==> src/rtl/conv_a2_pkg.sv <==
// Shared types and sizing helpers for the ConvA2 parameter loader.
// The loader FSM encoding and the weight-bank depth formula live here.
package conv_a2_pkg;

  typedef enum logic [2:0] {
    IDLE      = 3'd0,
    WAIT_IDLE = 3'd1,
    LOAD_WM   = 3'd2,
    LOAD_BM   = 3'd3,
    CHECK     = 3'd4,
    LOADED    = 3'd5
  } load_state_e;

  // Words per weight bank: every filter's kernel slice for this unit's share of the IFM depth.
  function automatic int calc_wm_depth(input int kernal_size, input int number_of_filters,
                                       input int ifm_depth, input int number_of_units);
    return kernal_size * kernal_size * number_of_filters * (ifm_depth / number_of_units + 1);
  endfunction

  function automatic int bank_idx_bits(input int number_of_units);
    return (number_of_units > 1) ? $clog2(number_of_units) : 1;
  endfunction

  function automatic int word_cnt_bits(input int wm_depth, input int number_of_filters);
    int span;
    span = (wm_depth > number_of_filters) ? wm_depth : number_of_filters;
    return (span > 1) ? $clog2(span) : 1;
  endfunction

  localparam int DEFAULT_WM_DEPTH = calc_wm_depth(5, 120, 16, 3);

endpackage

==> src/rtl/conv_a2_load_ctrl_if.sv <==
// Valid/ready parameter-word stream from the RISC-V side into the ConvA2 loader.
// master = word source, slave = loader.
interface conv_a2_load_ctrl_if #(
  parameter int DATA_WIDTH = 32
);
  logic                  s_valid;
  logic [DATA_WIDTH-1:0] s_data;
  logic                  s_ready;

  modport master (output s_valid, output s_data, input s_ready);
  modport slave  (input s_valid, input s_data, output s_ready);
endinterface

==> src/rtl/conv_a2_load_addr_gen.sv <==
// Word counter and bank index for the weight/bias write sequence, with wrap and
// last-word flags consumed by the loader FSM.
module conv_a2_load_addr_gen
  import conv_a2_pkg::*;
#(
  parameter int WM_DEPTH          = DEFAULT_WM_DEPTH,
  parameter int NUMBER_OF_FILTERS = 120,
  parameter int NUMBER_OF_UNITS   = 3,
  parameter int CNT_W             = word_cnt_bits(WM_DEPTH, NUMBER_OF_FILTERS),
  parameter int BANK_W            = bank_idx_bits(NUMBER_OF_UNITS)
) (
  input  logic              clk,
  input  logic              reset,
  input  logic              restart,
  input  logic              step_wm,
  input  logic              step_bm,
  output logic [CNT_W-1:0]  word_cnt,
  output logic [BANK_W-1:0] bank,
  output logic              last_wm_word,
  output logic              last_bm_word
);

  logic [CNT_W-1:0]  word_cnt_q, word_cnt_d;
  logic [BANK_W-1:0] bank_q, bank_d;
  logic              last_bank_word;

  assign last_bank_word = (word_cnt_q == CNT_W'(WM_DEPTH - 1));
  assign last_wm_word   = last_bank_word && (bank_q == BANK_W'(NUMBER_OF_UNITS - 1));
  assign last_bm_word   = (word_cnt_q == CNT_W'(NUMBER_OF_FILTERS - 1));

  always_comb begin
    word_cnt_d = word_cnt_q;
    bank_d     = bank_q;
    if (restart) begin
      word_cnt_d = '0;
      bank_d     = '0;
    end else if (step_wm) begin
      if (last_bank_word) begin
        // Bank change and WM->BM change both restart the word counter.
        word_cnt_d = '0;
        bank_d     = last_wm_word ? '0 : bank_q + 1'b1;
      end else begin
        word_cnt_d = word_cnt_q + 1'b1;
      end
    end else if (step_bm) begin
      word_cnt_d = last_bm_word ? '0 : word_cnt_q + 1'b1;
    end
  end

  always_ff @(posedge clk) begin
    if (reset) begin
      word_cnt_q <= '0;
      bank_q     <= '0;
    end else begin
      word_cnt_q <= word_cnt_d;
      bank_q     <= bank_d;
    end
  end

  assign word_cnt = word_cnt_q;
  assign bank     = bank_q;

endmodule

==> src/rtl/conv_a2_load_ctrl.sv <==
// ConvA2 parameter loader: streams weights then biases into the layer memories and
// gates the layer start until loaded. Optional trailing checksum: CONVA2_LOAD_CHECKSUM_EN.
module conv_a2_load_ctrl
  import conv_a2_pkg::*;
#(
  parameter int DATA_WIDTH        = 32,
  parameter int ADDRESS_BITS      = 15,
  parameter int IFM_DEPTH         = 16,
  parameter int KERNAL_SIZE       = 5,
  parameter int NUMBER_OF_FILTERS = 120,
  parameter int NUMBER_OF_UNITS   = 3,
  parameter int WM_DEPTH          = calc_wm_depth(KERNAL_SIZE, NUMBER_OF_FILTERS,
                                                  IFM_DEPTH, NUMBER_OF_UNITS)
) (
  input  logic                       clk,
  input  logic                       reset,
  input  logic                       load_req,
  input  logic                       layer_busy,
  conv_a2_load_ctrl_if.slave         s,
  input  logic                       start_from_previous,
  output logic                       start_to_layer,
  output logic [DATA_WIDTH-1:0]      riscv_data,
  output logic [ADDRESS_BITS-1:0]    riscv_address,
  output logic [NUMBER_OF_UNITS-1:0] wm_enable_write,
  output logic                       bm_enable_write,
  output logic                       loaded,
  output logic                       load_error
);

  localparam int CNT_W  = word_cnt_bits(WM_DEPTH, NUMBER_OF_FILTERS);
  localparam int BANK_W = bank_idx_bits(NUMBER_OF_UNITS);

  load_state_e state_q, state_d;

  logic                       ready;
  logic                       accept;
  logic                       restart;
  logic                       step_wm;
  logic                       step_bm;
  logic [CNT_W-1:0]           word_cnt;
  logic [BANK_W-1:0]          bank;
  logic                       last_wm_word;
  logic                       last_bm_word;
  logic [NUMBER_OF_UNITS-1:0] bank_onehot;

  logic [DATA_WIDTH-1:0]      riscv_data_q, riscv_data_d;
  logic [ADDRESS_BITS-1:0]    riscv_address_q, riscv_address_d;
  logic [NUMBER_OF_UNITS-1:0] wm_en_q, wm_en_d;
  logic                       bm_en_q, bm_en_d;

`ifdef CONVA2_LOAD_CHECKSUM_EN
  logic [DATA_WIDTH-1:0]      sum_q, sum_d;
  logic                       load_error_q, load_error_d;
  logic                       set_error;
`endif

  conv_a2_load_addr_gen #(
    .WM_DEPTH          (WM_DEPTH),
    .NUMBER_OF_FILTERS (NUMBER_OF_FILTERS),
    .NUMBER_OF_UNITS   (NUMBER_OF_UNITS),
    .CNT_W             (CNT_W),
    .BANK_W            (BANK_W)
  ) u_addr_gen (
    .clk          (clk),
    .reset        (reset),
    .restart      (restart),
    .step_wm      (step_wm),
    .step_bm      (step_bm),
    .word_cnt     (word_cnt),
    .bank         (bank),
    .last_wm_word (last_wm_word),
    .last_bm_word (last_bm_word)
  );

  for (genvar gi = 0; gi < NUMBER_OF_UNITS; gi++) begin : g_bank_dec
    assign bank_onehot[gi] = (bank == BANK_W'(gi));
  end

  assign ready   = (state_q == LOAD_WM) || (state_q == LOAD_BM) || (state_q == CHECK);
  assign accept  = s.s_valid && ready;
  assign step_wm = accept && (state_q == LOAD_WM);
  assign step_bm = accept && (state_q == LOAD_BM);

  always_comb begin
    state_d = state_q;
    restart = 1'b0;
`ifdef CONVA2_LOAD_CHECKSUM_EN
    set_error = 1'b0;
`endif
    case (state_q)
      IDLE: begin
        if (load_req) begin
          state_d = WAIT_IDLE;
          restart = 1'b1;
        end
      end
      WAIT_IDLE: begin
        if (!layer_busy) state_d = LOAD_WM;
      end
      LOAD_WM: begin
        if (step_wm && last_wm_word) state_d = LOAD_BM;
      end
      LOAD_BM: begin
        if (step_bm && last_bm_word) begin
`ifdef CONVA2_LOAD_CHECKSUM_EN
          state_d = CHECK;
`else
          state_d = LOADED;
`endif
        end
      end
`ifdef CONVA2_LOAD_CHECKSUM_EN
      CHECK: begin
        if (accept) begin
          if (s.s_data == sum_q) begin
            state_d = LOADED;
          end else begin
            state_d   = IDLE;
            set_error = 1'b1;
          end
        end
      end
`endif
      LOADED: begin
        if (load_req) begin
          state_d = WAIT_IDLE;
          restart = 1'b1;
        end
      end
      default: state_d = IDLE;
    endcase
  end

  // Write port: data/address hold between writes; strobes last exactly one cycle.
  always_comb begin
    riscv_data_d    = riscv_data_q;
    riscv_address_d = riscv_address_q;
    wm_en_d         = '0;
    bm_en_d         = 1'b0;
    if (step_wm || step_bm) begin
      riscv_data_d    = s.s_data;
      riscv_address_d = ADDRESS_BITS'(word_cnt);
      wm_en_d         = step_wm ? bank_onehot : '0;
      bm_en_d         = step_bm;
    end
  end

`ifdef CONVA2_LOAD_CHECKSUM_EN
  always_comb begin
    sum_d        = sum_q;
    load_error_d = load_error_q;
    if (restart) begin
      sum_d        = '0;
      load_error_d = 1'b0;
    end else begin
      if (step_wm || step_bm) sum_d = sum_q + s.s_data;
      if (set_error) load_error_d = 1'b1;
    end
  end

  always_ff @(posedge clk) begin
    if (reset) begin
      sum_q        <= '0;
      load_error_q <= 1'b0;
    end else begin
      sum_q        <= sum_d;
      load_error_q <= load_error_d;
    end
  end

  assign load_error = load_error_q;
`else
  assign load_error = 1'b0;
`endif

  always_ff @(posedge clk) begin
    if (reset) begin
      state_q         <= IDLE;
      riscv_data_q    <= '0;
      riscv_address_q <= '0;
      wm_en_q         <= '0;
      bm_en_q         <= 1'b0;
    end else begin
      state_q         <= state_d;
      riscv_data_q    <= riscv_data_d;
      riscv_address_q <= riscv_address_d;
      wm_en_q         <= wm_en_d;
      bm_en_q         <= bm_en_d;
    end
  end

  assign s.s_ready       = ready;
  assign loaded          = (state_q == LOADED);
  assign start_to_layer  = start_from_previous && (state_q == LOADED);
  assign riscv_data      = riscv_data_q;
  assign riscv_address   = riscv_address_q;
  assign wm_enable_write = wm_en_q;
  assign bm_enable_write = bm_en_q;

endmodule

==> src/flat_wrapper.sv <==
// flat-port wrapper written by rule: the top's interface ports become plain ports
module conv_a2_load_ctrl_flat import conv_a2_pkg::*;
#(
  parameter int DATA_WIDTH        = 32,
  parameter int ADDRESS_BITS      = 15,
  parameter int IFM_DEPTH         = 16,
  parameter int KERNAL_SIZE       = 5,
  parameter int NUMBER_OF_FILTERS = 120,
  parameter int NUMBER_OF_UNITS   = 3,
  parameter int WM_DEPTH          = calc_wm_depth(KERNAL_SIZE, NUMBER_OF_FILTERS,
                                                  IFM_DEPTH, NUMBER_OF_UNITS)
)
  (clk, reset, load_req, layer_busy, start_from_previous, start_to_layer, riscv_data, riscv_address, wm_enable_write, bm_enable_write, loaded, load_error, s_s_valid, s_s_data, s_s_ready);
  conv_a2_load_ctrl_if #(.DATA_WIDTH(DATA_WIDTH)) s_i ();
  input  logic clk;
  input  logic reset;
  input  logic load_req;
  input  logic layer_busy;
  input  logic start_from_previous;
  output logic start_to_layer;
  output logic [DATA_WIDTH-1:0] riscv_data;
  output logic [ADDRESS_BITS-1:0] riscv_address;
  output logic [NUMBER_OF_UNITS-1:0] wm_enable_write;
  output logic bm_enable_write;
  output logic loaded;
  output logic load_error;
  input wire logic [$bits(s_i.s_valid)-1:0] s_s_valid;
  input wire logic [$bits(s_i.s_data)-1:0] s_s_data;
  output wire logic [$bits(s_i.s_ready)-1:0] s_s_ready;
  assign s_i.s_valid = s_s_valid;
  assign s_i.s_data = s_s_data;
  assign s_s_ready = s_i.s_ready;
  conv_a2_load_ctrl #(.DATA_WIDTH(DATA_WIDTH), .ADDRESS_BITS(ADDRESS_BITS), .IFM_DEPTH(IFM_DEPTH), .KERNAL_SIZE(KERNAL_SIZE), .NUMBER_OF_FILTERS(NUMBER_OF_FILTERS), .NUMBER_OF_UNITS(NUMBER_OF_UNITS), .WM_DEPTH(WM_DEPTH)) u_core (.clk(clk), .reset(reset), .load_req(load_req), .layer_busy(layer_busy), .s(s_i), .start_from_previous(start_from_previous), .start_to_layer(start_to_layer), .riscv_data(riscv_data), .riscv_address(riscv_address), .wm_enable_write(wm_enable_write), .bm_enable_write(bm_enable_write), .loaded(loaded), .load_error(load_error));
endmodule
==> config.mk <==
export PLATFORM = sky130hd
export DESIGN_NAME = conv_a2_load_ctrl_flat
export DESIGN_NICKNAME = d
export VERILOG_FILES = /design/src/rtl/conv_a2_pkg.sv /design/src/rtl/conv_a2_load_ctrl_if.sv /design/src/rtl/conv_a2_load_addr_gen.sv /design/src/rtl/conv_a2_load_ctrl.sv /design/src/flat_wrapper.sv
export SDC_FILE = /design/constraint.sdc
export NUM_CORES = 1
export LEC_CHECK = 0
export ABC_AREA = 0
export CAP_MARGIN = 20
export CORE_MARGIN = 5
export CORE_UTILIZATION = 30
export CTS_BUF_LIST = sky130_fd_sc_hd__clkbuf_8
export DETAILED_ROUTE_END_ITERATION = 8
export HOLD_SLACK_MARGIN = 0.12
export PLACE_DENSITY = 0.66
export RECOVER_POWER = 50
export SYNTH_ARGS = -nofsm -noshare
export SYNTH_HDL_FRONTEND = slang
export SYNTH_HIERARCHICAL = 1
export SYNTH_SLANG_ARGS = --single-unit
==> constraint.sdc <==
create_clock -name clk -period 2.98 [get_ports clk]
set_input_delay 0.596 -clock clk [delete_from_list [all_inputs] [get_ports clk]]
set_output_delay 0.596 -clock clk [all_outputs]
set_load 0.01 [all_outputs]
==> results.md, run 1 <==
- Outcome: finished clean
- Die ar.: 12000 sq um
- Final worst setup slack: 0.402 ns
- Clk slew on worst S/H paths: 0.08 ns
- Final period utilization: 86.5%
- Buffers on Ports: 91
- All-Layer GR Usage: 12.9%
- Layout cells sized above 1: 7.30%
- Worst hold slack: 0.451 ns
- Vias in the first global route: 2701
- Share of async-settable or async-resettable flops after synthesis: 0%
- Post-cts sizing count: 0
- Register bit total from synthesis: 71
- Area of the multi-input gates: 1390 sq um
- FMAX: 0.388 GHz
- Leak: 1.54 nW
- Initial antenna violation count: 0
- Mux cell area share after synthesis: 1.01%
- Num ports: 93
- Via/cell ratio: 4.68
- Die width: 109 um
- Drt first pass iters: 4
- Vias: 2736
- Drt drc: 0
- Unrepaired setup endpoints after global routing: false
- Final Setup Violations: 0
- Crit-path max FO: 12
- Worst reg2reg path startpoint: u_core/state_q[2]
- Number of library cell types mapped by synthesis: 47
- Fillers: 967
- Internal: 0.00147 W
- Hold_sp: u_core/riscv_data[3]
- Gr ovfl total: 0
- Post-synthesis sequential area ratio: 47.9%
- Pre-CTS WS: 0.164 ns
- Logic pwr share: 9.1%
- Mapped Area: 2970 sq um
- Syn nets: 406
- Area Growth Syn to Fin: 38.8%
- R2R Path End: u_core/u_addr_gen/word_cnt[8]
- Max-Cap Viols: 0
- Cells after synthesis: 367
- Area leader, netlist: dfxtp_1
- Final Hold Viols: 0
- Core area: 9730 sq um
- Layout Utilization: 42.3%
- Setup TNS: 0 ns
- Sequential fraction of design power: 50.6%
- Post-synth EDFFs: 0
- Worst-skew pair later-pin latency: 0.34 ns
- Relative slew slack: 32.9%
- Clock sinks: 71
- Max Slew Vio Count: 0
- Die height: 109 um
- Dpl hpwl: 5.28 mm
- Power per Cell Area: 472 nW/um^2
- Final RePlAce weighted congestion: 0.785
- Post-CTS Setup Inserts: 0
- Startpoint types: input pin
- Ant diodes: 0
- Post-DR wirelength/cell: 13.0 um
- Worst IR Drop VDD: 0.150 mV
- Site Rows: 36
- Clock Power Share: 40.3%
- Post-synth top area share: 47.9%
- Register area: 1420 sq um
- Hold Path Class: register to register
- Inserted Clock Buffers: 9
- WP data required: 3.20 ns
- Syn_area_per_cell: 8.08 sq um
- H-tree depth: 3
- Slew @ Worst Pin: 1.01 ns
- Hold depth: 2
- Simple-Gate Fraction of Synth Area: 30.5%
- CTS Buffer Depth: 2
- Final ANT Viol Nets: 0
- Cell depth of the worst flop-to-flop path: 7
- XOR/XNOR Fraction of Synth Area: 2.66%
- Largest net degree at the start of global routing: 50
- Final Skew: 0.00747 ns
- Commonest cells after routing, fill and taps aside: nand2_1 (106), dfxtp_1 (71), a21oi_1 (53)
- Post-Place Cells: 569
- DRT iter0 DRCs: 175
- Drt total wl: 7.60 mm
- Post-synthesis adder-cell area fraction: 0.422%
- R2R Setup Slk: 0.72 ns
- Initial Util: 30.5%
- Synth Area in Compound Gates: 12.3%
- Dominant synthesized flop cell: dfxtp_1
- Crit Path Category: input pin to register
- Final Non-Filler Cells: 585
- Switch Pwr: 0.000475 W
- Largest cells by area after synthesis: dfxtp_1 (48%), nand2_1 (13%), a21oi_1 (8.9%), nor2_1 (2.8%), nand3_1 (1.9%)
- Root buf cell: clkbuf_8
- Switching share of power: 24.4%
- Crit. End Element: register
- CTS Hold Bufs: 0
- Commonest non-fill, non-tap cell in the layout: nand2_1
- CTS tree: yes
- Hold endpoint: u_core/riscv_data[3]
- Final Critical Period: 2.58 ns
- Fin nets: 486
- First-pass GRT wire length: 12.4 mm
- Worst Path Arrival: 2.80 ns
- Main combinational cell family by area after synthesis: simple AND/OR/NAND/NOR gates
- Synth Warn #: 6
-- through the flow --
stage	power [W]	instance area [sq um]
floorplan	0.00110	2970
global placement	0.00119	3930
finish	0.00194	4120
CTS	0.00198	4130
global route	0.00204	4120
detailed placement	0.00119	3930
-- cells by family (layout without fill, tap and decap cells) --
family                   after synthesis  after routing
AND/OR/NAND/NOR                      188            188
flip-flops                            71             71
AO/OA/AOI/OAI                         67             67
buffers and inverters                 27            112
XOR/XNOR                               9              9
multiplexers                           3              3
adder cells (fa/ha/maj)                1              1
other                                  1              1
-- state kept, by name, summed over array words and instances, names as in the netlist --
signal / cells
u_core/u_addr_gen/bank: 2
u_core/wm_enable_write: 3
u_core/bm_enable_write: 1
u_core/state_q: 3
u_core/u_addr_gen/word_cnt: 15
u_core/riscv_address: 15
u_core/riscv_data: 32
-- area by class of cell --
type	count	share of cell area, %
Clock buffer	10	3.34
Clock inverter	6	1.61
Inverter	2	0.182
Multi-Input combinational cell	269	33.8
Sequential cell	71	34.5
Tap cell	133	4.04
Timing Repair Buffer	94	22.5
-- worst max-delay path, stage by stage --
cell and delay (ns):
dlygate4sd3_1 0.57, nand2_1 0.11, or2_2 0.33, nor2_4 0.15
inv_1 0.07, nor4_2 0.32, o21ai_2 0.22, o21ai_0 0.34
nor2_1 0.09
-- cell usage after synthesis (all sizes together) (2+ instances only) --
cell,number
nand2,106
dfxtp,71
a21oi,53
nor2,23
buf,13
clkbuf,12
nand3,12
nor3,9
nor4,7
and3,6
o21ai,6
and2,5
xnor2,5
a31oi,4
nand4,4
xor2,4
mux2i,3
nand3b,3
or2,3
inv,2
nand2b,2
-- per-layer routing --
layer  up-vias  GRT usage [%]  routed length (um)
li1       1389              -                   -
met1      1260           15.0                3290
met2        76           22.0                3650
met3        11           4.17                 584
met4         0           5.16                  77
met5         -              0                   0
-- worst max-delay path by stage --
| stage | startpoint | end | slack, ns | cells after the start |
|---|---|---|---|---|
| 3_3_place_gp | s_s_valid | u_core/u_addr_gen/word_cnt[9] | 0.24 | 9 |
| 4_1_cts | u_core/state_q[0] | start_to_layer | 0.48 | 3 |
| 2_1_floorplan | s_s_valid | u_core/u_addr_gen/word_cnt[10] | 0.80 | 11 |
| 6_report | s_s_valid | u_core/u_addr_gen/word_cnt[11] | 0.40 | 9 |
| 3_5_place_dp | s_s_valid | u_core/u_addr_gen/word_cnt[13] | 0.16 | 9 |
| 5_1_grt | s_s_valid | u_core/u_addr_gen/word_cnt[11] | 0.26 | 9 |
-- power by group through the flow --
| stage | combinational (W) | clock, W | sequential, W |
|---|---|---|---|
| finish | 0.000177 | 0.000783 | 0.000982 |
| global route | 0.000196 | 0.000861 | 0.000986 |
| CTS | 0.000185 | 0.000813 | 0.000983 |
| detailed placement | 0.000184 | 0 | 0.00101 |
| global placement | 0.000182 | 0 | 0.00100 |
| floorplan | 0.0000915 | 0 | 0.00100 |
No activity file was read; power rests on OpenSTA's default activity.
==> inputs of run 2 (changes only) <==
- PLACE_DENSITY: 0.66 -> 0.63
==> run 2 against run 1 <==
Net effect:
- highest routed layer unchanged
- die area did not move
- total power fell by 2.6%
- largest power group unchanged
- sequential power barely moved
==> results.md, run 2 (synthesized netlist as in run 1, its figures left out) <==
- Outcome: finished clean
- CTS tree: yes
- Largest net degree at the start of global routing: 50
- Gr ovfl total: 0
- Final Setup Violations: 0
- Post-Place Cells: 569
- Layout cells sized above 1: 6.86%
- Startpoint types: input pin
- Buffers on Ports: 91
- Post-cts sizing count: 0
- Relative slew slack: 31.9%
- Final Critical Period: 2.61 ns
- Fillers: 1016
- Num ports: 93
- Die ar.: 12000 sq um
- Worst-skew pair later-pin latency: 0.33 ns
- DRT iter0 DRCs: 144
- Drt drc: 0
- Drt total wl: 7.57 mm
- Register area: 1420 sq um
- Die width: 109 um
- WP data required: 3.19 ns
- Worst hold slack: 0.449 ns
- Core area: 9730 sq um
- Post-DR wirelength/cell: 12.9 um
- FMAX: 0.384 GHz
- Final RePlAce weighted congestion: 0.853
- CTS Hold Bufs: 0
- Final Non-Filler Cells: 585
- Root buf cell: clkbuf_8
- Leak: 1.53 nW
- Vias: 2761
- Post-CTS Setup Inserts: 0
- Crit Path Category: input pin to register
- Fin nets: 486
- Ant diodes: 0
- Final period utilization: 87.5%
- All-Layer GR Usage: 12.6%
- Site Rows: 36
- Initial Util: 30.5%
- H-tree depth: 3
- Layout Utilization: 42.2%
- Clock sinks: 71
- Via/cell ratio: 4.72
- Area of the multi-input gates: 1390 sq um
- Crit. End Element: register
- Area Growth Syn to Fin: 38.3%
- Crit-path max FO: 12
- Worst Path Arrival: 2.81 ns
- Worst IR Drop VDD: 0.302 mV
- Max Slew Vio Count: 0
- Final Skew: 0.00783 ns
- Final Hold Viols: 0
- Final ANT Viol Nets: 0
- Power per Cell Area: 461 nW/um^2
- Max reg flops: 32
- Die height: 109 um
- Setup TNS: 0 ns
- Vias in the first global route: 2523
- Clk slew on worst S/H paths: 0.07 ns
- Dpl hpwl: 5.34 mm
- Max-Cap Viols: 0
- CTS Buffer Depth: 2
- Commonest non-fill, non-tap cell in the layout: nand2_1
- Inserted Clock Buffers: 9
- Commonest cells after routing, fill and taps aside: nand2_1 (106), dfxtp_1 (71), a21oi_1 (53)
- Unrepaired setup endpoints after global routing: false
- Drt first pass iters: 4
- Initial antenna violation count: 0
- Hold Path Class: register to register
- First-pass GRT wire length: 12.0 mm
- Slew @ Worst Pin: 1.02 ns
## run 2: per-stage QoR
step                power (W)  worst slack (ns)  instance area [sq um]
floorplan             0.00110             0.805                   2970
global placement      0.00119             0.244                   3930
detailed placement    0.00119             0.149                   3930
CTS                   0.00193             0.480                   4120
global route          0.00199             0.235                   4100
finish                0.00189             0.373                   4100
## run 2: worst max-delay path, stage by stage
cell and delay [ns]:
dlygate4sd3_1 0.56, nand2_1 0.11, or2_2 0.33, nor2_4 0.15, inv_1 0.07, nor4_2 0.31, o21ai_2 0.23, o21ai_0 0.36
nor2_1 0.09
## run 2: path summary, 6_finish.rpt
kind,cells past startpoint,slack [ns],from,to
hold reg to reg,2,0.45,u_core/riscv_data[3],u_core/riscv_data[3]
hold / removal,2,0.45,u_core/riscv_data[3],u_core/riscv_data[3]
setup reg to reg,7,0.71,u_core/state_q[2],u_core/u_addr_gen/word_cnt[8]
setup / recovery,9,0.37,s_s_valid,u_core/u_addr_gen/word_cnt[13]
## run 2: cell type report
cell class              instances  share of cell area (%)
well taps                     133                    4.06
clock inverters                 7                    1.62
repair buffers                 94                    22.6
multi-input cells             269                    33.9
flip-flops and latches         71                    34.7
clock buffers                   9                    3.02
inverters                       2                   0.183
## run 2: power by group
part           internal, W  leakage [nW]  total [W]  switching, W
Sequential        0.000966         0.573   0.000983     0.0000162
Combinational    0.0000884         0.854   0.000178     0.0000899
Clock             0.000380        0.0978   0.000731      0.000350
Total              0.00143          1.53    0.00189      0.000457
## run 2: layer usage
| metal | up-vias | global-route usage, % | part of all wire [%] |
|---|---|---|---|
| li1 | 1392 | - | - |
| met1 | 1284 | 15.5 | 45 |
| met2 | 70 | 20.7 | 47 |
| met3 | 15 | 3.35 | 6.2 |
| met4 | 0 | 5.34 | 1.7 |
| met5 | - | 0 | 0 |
